===== config.mk =====
export PLATFORM = sky130hd
export DESIGN_NAME = alu_op_dispatcher
export DESIGN_NICKNAME = d
export VERILOG_FILES = /design/src/rtl/alu_op_dispatcher.sv
export SDC_FILE = /design/constraint.sdc
export NUM_CORES = 1
export LEC_CHECK = 0
export CAP_MARGIN = 20
export CORE_ASPECT_RATIO = 1.4
export CORE_MARGIN = 10
export CORE_UTILIZATION = 45
export CTS_BUF_LIST = sky130_fd_sc_hd__clkbuf_8
export DETAILED_ROUTE_END_ITERATION = 7
export DONT_BUFFER_PORTS = 1
export SLEW_MARGIN = 5
export SYNTH_ARGS = -nofsm -noshare
export SYNTH_HDL_FRONTEND = slang
export SYNTH_SLANG_ARGS = --single-unit

===== constraint.sdc =====
create_clock -name clk -period 2.2 [get_ports clk]
set_clock_uncertainty 0.2 [all_clocks]
set_input_delay 0.44 -clock clk [delete_from_list [all_inputs] [get_ports clk]]
set_output_delay 0.44 -clock clk [all_outputs]
set_load 0.1 [all_outputs]

===== src/rtl/alu_op_dispatcher.sv =====
// Issue stage in front of a 4-bit combinational ALU: buffers requests, issues one op at a time,
// screens illegal selects and divide/modulo-by-zero, and returns results over valid/ready.
module alu_op_dispatcher #(
  parameter int          FIFO_DEPTH = 4,
  parameter logic [7:0]  OP_MAX     = 8'h19,
  parameter int          CNT_W      = 8
) (
  input  logic             clk,
  input  logic             rst,
  input  logic             in_valid,
  output logic             in_ready,
  input  logic [3:0]       in_a,
  input  logic [3:0]       in_b,
  input  logic [7:0]       in_op,
  output logic [3:0]       alu_a,
  output logic [3:0]       alu_b,
  output logic [7:0]       alu_sel,
  input  logic [3:0]       alu_result,
  output logic             out_valid,
  input  logic             out_ready,
  output logic [3:0]       out_result,
  output logic [7:0]       out_op,
  output logic             out_err,
  output logic [CNT_W-1:0] op_count,
  output logic [CNT_W-1:0] err_count
);

  localparam int PTR_W = $clog2(FIFO_DEPTH);
  localparam logic [PTR_W:0] DEPTH_C = (PTR_W+1)'(FIFO_DEPTH);

  typedef enum logic [1:0] {IDLE, EXEC, DONE} state_t;

  state_t state, state_next;

  logic [15:0]      mem [FIFO_DEPTH];
  logic [PTR_W-1:0] wr_ptr, rd_ptr;
  logic [PTR_W:0]   count;
  logic             fifo_empty, fifo_full;
  logic             push, pop, capture, retire;

  logic [3:0] head_a, head_b;
  logic [7:0] head_op;
  logic       head_err;
  logic [7:0] cur_op;
  logic       cur_err;

  assign fifo_empty = (count == '0);
  assign fifo_full  = (count == DEPTH_C);
  assign in_ready   = !fifo_full;
  assign push       = in_valid && !fifo_full;

  assign head_a   = mem[rd_ptr][15:12];
  assign head_b   = mem[rd_ptr][11:8];
  assign head_op  = mem[rd_ptr][7:0];
  // Screening is decided at issue time so the ALU is steered onto AND for bad ops.
  assign head_err = (head_op > OP_MAX) ||
                    (((head_op == 8'h01) || (head_op == 8'h04)) && (head_b == 4'd0));

  always_ff @(posedge clk) begin
    if (push) begin
      mem[wr_ptr] <= {in_a, in_b, in_op};
    end
  end

  always_ff @(posedge clk or posedge rst) begin
    if (rst) begin
      wr_ptr <= '0;
      rd_ptr <= '0;
      count  <= '0;
    end else begin
      if (push) wr_ptr <= wr_ptr + 1'b1;
      if (pop)  rd_ptr <= rd_ptr + 1'b1;
      case ({push, pop})
        2'b10:   count <= count + 1'b1;
        2'b01:   count <= count - 1'b1;
        default: count <= count;
      endcase
    end
  end

  always_ff @(posedge clk or posedge rst) begin
    if (rst) state <= IDLE;
    else     state <= state_next;
  end

  always_comb begin
    state_next = state;
    pop        = 1'b0;
    capture    = 1'b0;
    retire     = 1'b0;
    case (state)
      IDLE: begin
        if (!fifo_empty) begin
          pop        = 1'b1;
          state_next = EXEC;
        end
      end
      EXEC: begin
        capture    = 1'b1;
        state_next = DONE;
      end
      DONE: begin
        if (out_ready) begin
          retire = 1'b1;
          if (!fifo_empty) begin
            pop        = 1'b1;
            state_next = EXEC;
          end else begin
            state_next = IDLE;
          end
        end
      end
      default: state_next = IDLE;
    endcase
  end

  always_ff @(posedge clk or posedge rst) begin
    if (rst) begin
      alu_a      <= '0;
      alu_b      <= '0;
      alu_sel    <= '0;
      cur_op     <= '0;
      cur_err    <= 1'b0;
      out_valid  <= 1'b0;
      out_result <= '0;
      out_op     <= '0;
      out_err    <= 1'b0;
      op_count   <= '0;
      err_count  <= '0;
    end else begin
      if (pop) begin
        alu_a   <= head_a;
        alu_b   <= head_b;
        alu_sel <= head_err ? 8'h10 : head_op;
        cur_op  <= head_op;
        cur_err <= head_err;
      end
      if (capture) begin
        out_result <= cur_err ? 4'd0 : alu_result;
        out_err    <= cur_err;
        out_op     <= cur_op;
        out_valid  <= 1'b1;
      end
      if (retire) begin
        out_valid <= 1'b0;
        if (op_count != '1) op_count <= op_count + 1'b1;
        if (out_err && (err_count != '1)) err_count <= err_count + 1'b1;
      end
    end
  end

endmodule


### After elaboration in Yosys (flattened, before gate mapping)

Memories as Yosys holds them, arrays and structs flattened.
Cells that the tools add are included.

| cells by class | value |
|---|---|
| eq/ne operators | 11 |
| multiplexer cells | 17 |
| shift-type cells | 0 |
| reduce and logical (&&, ||, !) cells | 14 |
| divide/modulo/power cells | 0 |
| $mul | 0 |
| $add $sub $neg | 6 |
| bitwise gates (word level) | 0 |
| order comparisons | 1 |

Operators by type and width:

| kind | count |
|---|---|
| 8-bit by 1-bit adder with 8-bit output (second input constant) | 2 |
| 8-bit != test (second input constant) | 2 |
| 1-bit two-way mux | 10 |
| 8-bit by 1-bit == test with 1-bit output (second input constant) | 1 |
| 8-bit by 3-bit == test with 1-bit output (second input constant) | 1 |
| 8-bit by 5-bit > comparator with 1-bit output (second input constant) | 1 |
| 8-bit two-way mux | 1 |
| 2-bit case mux with 3 select lines | 1 |
| 3-bit case mux with 2 select lines | 1 |
| 2-bit AND reduction | 3 |
| 2-bit by 1-bit adder with 2-bit output (second input constant) | 2 |
| 2-bit by 1-bit == test with 1-bit output (second input constant) | 2 |
| 2-bit == test (second input constant) | 2 |
| 4-bit zero test | 1 |
| 2-bit two-way mux | 2 |
| 4-bit two-way mux | 1 |
| 2-bit != test (second input constant) | 2 |
| 2-bit nonzero test | 2 |
| 3-bit by 1-bit adder with 3-bit output (second input constant) | 1 |
| 3-bit == test (second input constant) | 1 |
| 1-bit logical AND | 3 |
| 3-bit zero test | 1 |
| 3-bit by 1-bit subtractor with 3-bit output (second input constant) | 1 |
| 2-bit zero test | 1 |
| other kinds (3) | 4 |

| word-level totals | value |
|---|---|
| bits of input ports | 24 |
| RAM bits | 64 |
| ROM bits | 0 |
| output and inout port bits | 47 |
| bits in latches | 0 |
| flip-flop bits (word level) | 64 |
| memories | 1 |

Memories:

| memory | depth | width | read ports | clocked after Yosys merged registers in | write ports | line | source |
|---|---|---|---|---|---|---|---|
| mem | 4 | 16 | 1 | 0 | 1 | 35 | `logic [15:0] mem [FIFO_DEPTH];` |

### Longest topological paths before layout

Gate-level depths: netlist (run 1).

| logic depth | value |
|---|---|
| word-level depth | 6 |
| depth in mapped cells | 9 |
| mapped depth without buffers | 9 |

### Worst setup path before layout (run 1)

OpenSTA, ideal clock, no wires.

| timing path | value |
|---|---|
| kind | flip-flop to flip-flop |
| start point | reg count[0] |
| end point | reg count[2] |
| slack | -0.807 ns |
| clock period less this slack | 3.007 ns |
| path buffers | 0 |
| stages on the path, launching flop included | 10 |
| data arrival time | 2.728 ns |
| cell sequence | dfrtp_1 -> inv_1 -> nand3_1 -> nand2_1 -> ha_1 -> inv_1 -> fa_1 -> xor2_1 -> nor2_1 -> xor2_1 |

| between the ends | value |
|---|---|
| elaborated cells on any way between the ends | 13 |
| those cells by class | 2 x add/sub; 3 x eq/ne; 4 x mux; 4 x reduce/logical |

RTL lines:

| what | line | source |
|---|---|---|
| start, declared | 37 | `logic [PTR_W:0] count;` |
| start signal, assigned | 74 | `2'b10: count <= count + 1'b1;` |
| start signal, assigned | 75 | `2'b01: count <= count - 1'b1;` |
| start signal, assigned | 76 | `default: count <= count;` |
| 3-bit == test * | 48 | `assign fifo_full = (count == DEPTH_C);` |
| 1-bit zero test * | -- |  |
| via in_ready | 11 | `output logic in_ready,` |
| 1-bit logical AND * | 50 | `assign push = in_valid && !fifo_full;` |
| 2-bit by 1-bit == test with 1-bit output or 2-bit == test (tied branches) | 73 | `case ({push, pop})` |
| 3-bit case mux with 2 select lines or 2-bit nonzero test (tied branches) | -- |  |

The timed path passes the listed nets; every way through them passes the cells marked *.
A chain may end at the register's enable or synchronous reset.

### Final worst setup path (run 1)

| timing path | value |
|---|---|
| start point | reg rd_ptr[0] |
| end point | reg alu_sel[1] |

| between the ends | value |
|---|---|
| longest elaborated chain between the ends | 6 |
| elaborated cells on any way between the ends | 9 |
| those cells by class | 1 x order compare; 2 x eq/ne; 1 x mux; 4 x reduce/logical; 1 x memory |

RTL lines:

| what | line | source |
|---|---|---|
| start, declared | 36 | `logic [PTR_W-1:0] wr_ptr, rd_ptr;` |
| start signal, assigned | 72 | `if (pop) rd_ptr <= rd_ptr + 1'b1;` |
| memory 4 x 16 bit * | -- |  |
| parallel branches: the longest is 4 deep, another holds 8-bit by 5-bit > comparator with 1-bit output | -- |  |
| 8-bit two-way mux * | 134 | `alu_sel <= head_err ? 8'h10 : head_op;` |
| end signal, assigned | 134 |  |
| end, declared | 17 | `output logic [7:0] alu_sel,` |

Mark *: on every way between the ends.

==> impl_summary.md, run 1 <==
Die
The floorplan step defined a core boundary enclosing 10900 um^2. In this run the count of I/O pins placed on the die edge is around 70. The die is approximately 150 um tall. The horizontal extent of the die is between 100 and 150 um. The number of rows in the core area is 45. The die covers 15900 um^2.

Once the floorplan was initialized, standard cells occupied ~46% of the core.

Logic synthesis
The cell area that synthesis handed to floorplanning was about 5100 um^2. Synthesis produced between 200 and 300 cells. The number of synthesized register bits is approximately 130. The share of synthesized flip-flops with an asynchronous set or reset is 50.0%. The number of distinct standard cells referenced by the synthesized netlist is 35. The synthesized area per cell is ~17 um^2. For this run, the number of Yosys warnings is 0. Multiplexer cells account for ~15% of the synthesized area. The most used flip-flop cell after synthesis is sky130_fd_sc_hd__edfxtp_1. Summing the areas of all fa, ha and maj instances in the mapped netlist gives about 2.1% of the synthesized area. Summing the areas of all compound-gate instances in the mapped netlist gives roughly 1.7% of the synthesized area.

The post-synthesis simple-gate area fraction is around 6.4%. After synthesis, the largest family of logic cells by area is multiplexers. The number of nets handed over by synthesis was around 330. The count of flip-flops with a built-in enable after synthesis is 64. The post-synthesis share of cell area spent on xor and xnor gates is 3.64%. After synthesis, flip-flops and latches occupy 69.6% of the total area.

STA
Dividing the final minimum period by the clock period gives between 90% and 100%. The relative slew slack is a little under two fifths. The final setup violation count is 0.

The minimum period implied by the final worst setup slack is 2.18 ns. The highest clock rate is approximately 460 MHz. On the final layout, the worst hold slack is 0.00920 ns. The number of pins with negative max-slew slack in the final report was 0. The hold violation count in the final report is 0.

The worst path setup slack after routing is between 0.015 and 0.02 ns. Setup repair after global routing could not meet its margin everywhere. The measured slew at the worst slew-check pin is about 0.94 ns.

Worst setup path
STA puts the critical path data required time at roughly 2.4 ns. The setup path with the least slack is of type register to register. The reg2reg setup slack is 0.02 ns. The worst setup path is launched from a register. At the worst endpoint, the arrival time is ~2.3 ns.

The endpoint of the worst-slack reg-to-reg timing path is alu_sel[1]$_DFFE_PP0P_. Walking the worst path, the cells encountered are mux4_1 > o211a_1 > o41a_1 > nor3_2. On the worst path, the slowest cell contributes a delay of approximately 0.65 ns. The launching point of the worst reg2reg path is rd_ptr[0]$_DFFE_PP0P_. The worst setup path is captured at a register. The cell with the largest stage delay on the worst path is sky130_fd_sc_hd__mux4_1.

The largest fanout on the critical path is 6. The depth of the worst register-to-register path is 4.

Layout
The number of nets in the finished design is about 430. Of the cells placed in the final design, the portion with a size suffix greater than 1 is between 40% and 50%. The layout filler cell count is approximately 850. 0 antenna diodes ended up in the layout. The number of standard cells in the final layout excluding fillers is around 550.

Compared with the post-synthesis result, the final layout area differs by 28.3%. The core occupancy in the finished layout is 59.4%.

Placed design
The HPWL after detailed placement is 7150 um. Buffers placed on the I/O ports in this run total 0. The pre-CTS worst setup slack is -0.159 ns. In this run, placement finished with an instance count of 485. The last weighted congestion value of the routability-driven placer is approximately 0.76.

Clock tree
The root buffer cell is sky130_fd_sc_hd__clkbuf_8. The clock tree synthesis step divided the H-tree into 4 levels. The clock-pin slew on the worst setup and hold paths is ~0.080 ns.

The later pin in the worst-skew pair is clocked with a latency of 0.43 ns. In this run, CTS created clock tree buffers numbering 17. Counting every sink on the clock net gives between 100 and 150. TritonCTS built the clock tree. The maximum root-to-sink buffer count is 2.

Route
The final routed wire length divided by cell count is about 18 um. The DRC violations left is 0. The wire length on met2 is 5290 um. The highest metal layer carrying signal wires in the routed design is met4.

The DRC violation total after the first TritonRoute iteration is 76. Summing over every cut layer, the via total after detailed routing is about 2800. Once detail routing completed, the nets flagged for antenna violations numbered 0. The sum of routed wire segments on met1 is 3810 um.

The routed design uses a little over 700 um of met3 wire. Summed over all layers, the routed wires come to around 9900 um. Before antenna repair, the detailed router went through 4 iterations.

After detailed routing, the number of vias per cell comes to 5.12.

Global route
The residual overflow from global routing is 0. The global routing usage summed across all routing layers is a little over an eighth. The initial antenna violation count was 0.

Entering global routing, the biggest net connects 30 pins. The via count of the first global-routing pass is ~3000. The first global-routing pass estimated 16200 um of wire.

Hold path
The worst hold path terminates at state[0]$_DFFE_PP0P_. The min-delay analysis places its worst path in the category input pin to register. The count of cells along the worst hold path is 2. In this run the most critical hold path is launched from out_ready.

Outcome
The flow ran to the end, and the final reports show no timing, DRC or antenna violations.

Job
The max capacitance violation total is 0.
-- layout by cell type, fill, tap and decap left out, drive strengths merged, types with 2 or more instances in the layout --
cell,instances
bufinv,3
xor2,11
nand2,9
nor2,5
clkinvlp,7
ha,7
clkbuf,17
dfrtp,64
o21ai,5
nor2b,4
inv,10
buf,65
nand3,5
mux2,28
nand4,6
dlygate4sd3,23
and4,2
xnor2,10
clkinv,4
nand2b,7
nor3,9
mux4,16
nor4,2
mux2i,6
edfxtp,64
and3,7
-- cells by family after synthesis --
| group | after synthesis |
|---|---|
| AOI/OAI and AO/OA | 12 |
| xor gates and xnor gates | 21 |
| adders and majority gates | 8 |
| buffers and inverters | 18 |
| DFF | 128 |
| muxes | 50 |
| and+or+nand+nor | 59 |
-- worst max-delay path: cells and delay by family (launching register included) --
kind / cells / cell delay [ns]
muxes: 1 / 0.65
DFF: 1 / 0.47
and+or+nand+nor: 1 / 0.21
AOI/OAI and AO/OA: 2 / 0.56
-- sequential cells by signal, indices dropped and copies added (netlist names) --
| name | count |
|---|---|
| out_op | 8 |
| alu_a | 4 |
| wr_ptr | 2 |
| cur_err | 1 |
| rd_ptr | 2 |
| out_err | 1 |
| op_count | 8 |
| mem | 64 |
| cur_op | 8 |
| alu_sel | 8 |
| err_count | 8 |
| state | 2 |
| out_valid | 1 |
| out_result | 4 |
| count | 3 |
| alu_b | 4 |
-- worst max path at each step --
| stage | start | to | slack, ns |
|---|---|---|---|
| after floorplan | count[0]$_DFFE_PP0P_ | count[2]$_DFFE_PP0P_ | -0.13 |
| after CTS | rd_ptr[0]$_DFFE_PP0P_ | alu_sel[3]$_DFFE_PP0P_ | 0.008 |
| after detailed placement | rd_ptr[0]$_DFFE_PP0P_ | alu_sel[1]$_DFFE_PP0P_ | -0.16 |
| after global routing | rd_ptr[0]$_DFFE_PP0P_ | alu_sel[1]$_DFFE_PP0P_ | -0.11 |
| final | rd_ptr[0]$_DFFE_PP0P_ | alu_sel[1]$_DFFE_PP0P_ | 0.02 |
| after global placement | rd_ptr[0]$_DFFE_PP0P_ | alu_sel[3]$_DFFE_PP0P_ | -0.09 |
-- metal layers --
layer,global-route usage (%),vias to the layer above
li1,-,1310
met3,5.31,10
met2,21.8,67
met1,14.9,1421
met5,0,-
met4,4.50,0
-- cell type report --
| cell class | instances | area, um^2 | area share (%) |
|---|---|---|---|
| Inverter | 9 | 37.5 | 0.578 |
| Multi-Input combinational cell | 150 | 1530 | 23.5 |
| Sequential cell | 128 | 3540 | 54.6 |
| Tap cell | 141 | 176 | 2.72 |
| Clock buffer | 17 | 234 | 3.60 |
| Clock inverter | 15 | 174 | 2.68 |
| Timing Repair Buffer | 88 | 801 | 12.3 |
-- synthesized netlist by cell type (2+ instances only) --
cell,number,area (um^2)
sky130_fd_sc_hd__and3_1,7,43.8
sky130_fd_sc_hd__and4_1,2,17.5
sky130_fd_sc_hd__clkbuf_1,7,26.3
sky130_fd_sc_hd__dfrtp_1,64,1600
sky130_fd_sc_hd__edfxtp_1,64,1920
sky130_fd_sc_hd__ha_1,7,87.6
sky130_fd_sc_hd__inv_1,9,33.8
sky130_fd_sc_hd__mux2_2,28,315
sky130_fd_sc_hd__mux2i_1,6,60.1
sky130_fd_sc_hd__mux4_1,6,158
sky130_fd_sc_hd__mux4_2,10,225
sky130_fd_sc_hd__nand2_1,9,33.8
sky130_fd_sc_hd__nand2b_1,7,43.8
sky130_fd_sc_hd__nand3_1,5,25.0
sky130_fd_sc_hd__nand4_1,6,37.5
sky130_fd_sc_hd__nor2_1,5,18.8
sky130_fd_sc_hd__nor2b_1,4,25.0
sky130_fd_sc_hd__nor3_1,9,45.0
sky130_fd_sc_hd__nor4_1,2,12.5
sky130_fd_sc_hd__o21ai_0,5,25.0
sky130_fd_sc_hd__xnor2_1,10,87.6
sky130_fd_sc_hd__xor2_1,11,96.3
-- metrics by stage --
step / setup TNS (ns) / cell area, um^2
after detailed placement: -0.702 / 5740
after global routing: -0.355 / 6490
after global placement: -0.409 / 5740
after floorplan: -0.130 / 5090
final: 0 / 6490
after CTS: 0 / 6430
-- what timing repair did --
item	4_1_cts	5_1_grt
hold endpoints to repair	88	1
resized for setup	8	16
buffers inserted	6	2
hold buffers	22	1
pin swaps	1	4
setup endpoints to repair	6	8
Power of run 1 is not shown: default switching activity piles up to over one toggle a cycle in this logic, so the estimate is an artifact.
==> run 2: changes to the inputs <==
--- a/config.mk
+++ b/config.mk
@@ -12,7 +12,8 @@
 export CTS_BUF_LIST = sky130_fd_sc_hd__clkbuf_8
 export DETAILED_ROUTE_END_ITERATION = 7
 export DONT_BUFFER_PORTS = 1
-export SLEW_MARGIN = 5
+export GPL_ROUTABILITY_DRIVEN = 0
+export SLEW_MARGIN = 20
 export SYNTH_ARGS = -nofsm -noshare
 export SYNTH_HDL_FRONTEND = slang
 export SYNTH_SLANG_ARGS = --single-unit
==> results of run 2 <==
Final layout, timing and power as in run 1 (identical DEF).
Power of run 2 is left out for the same reason.
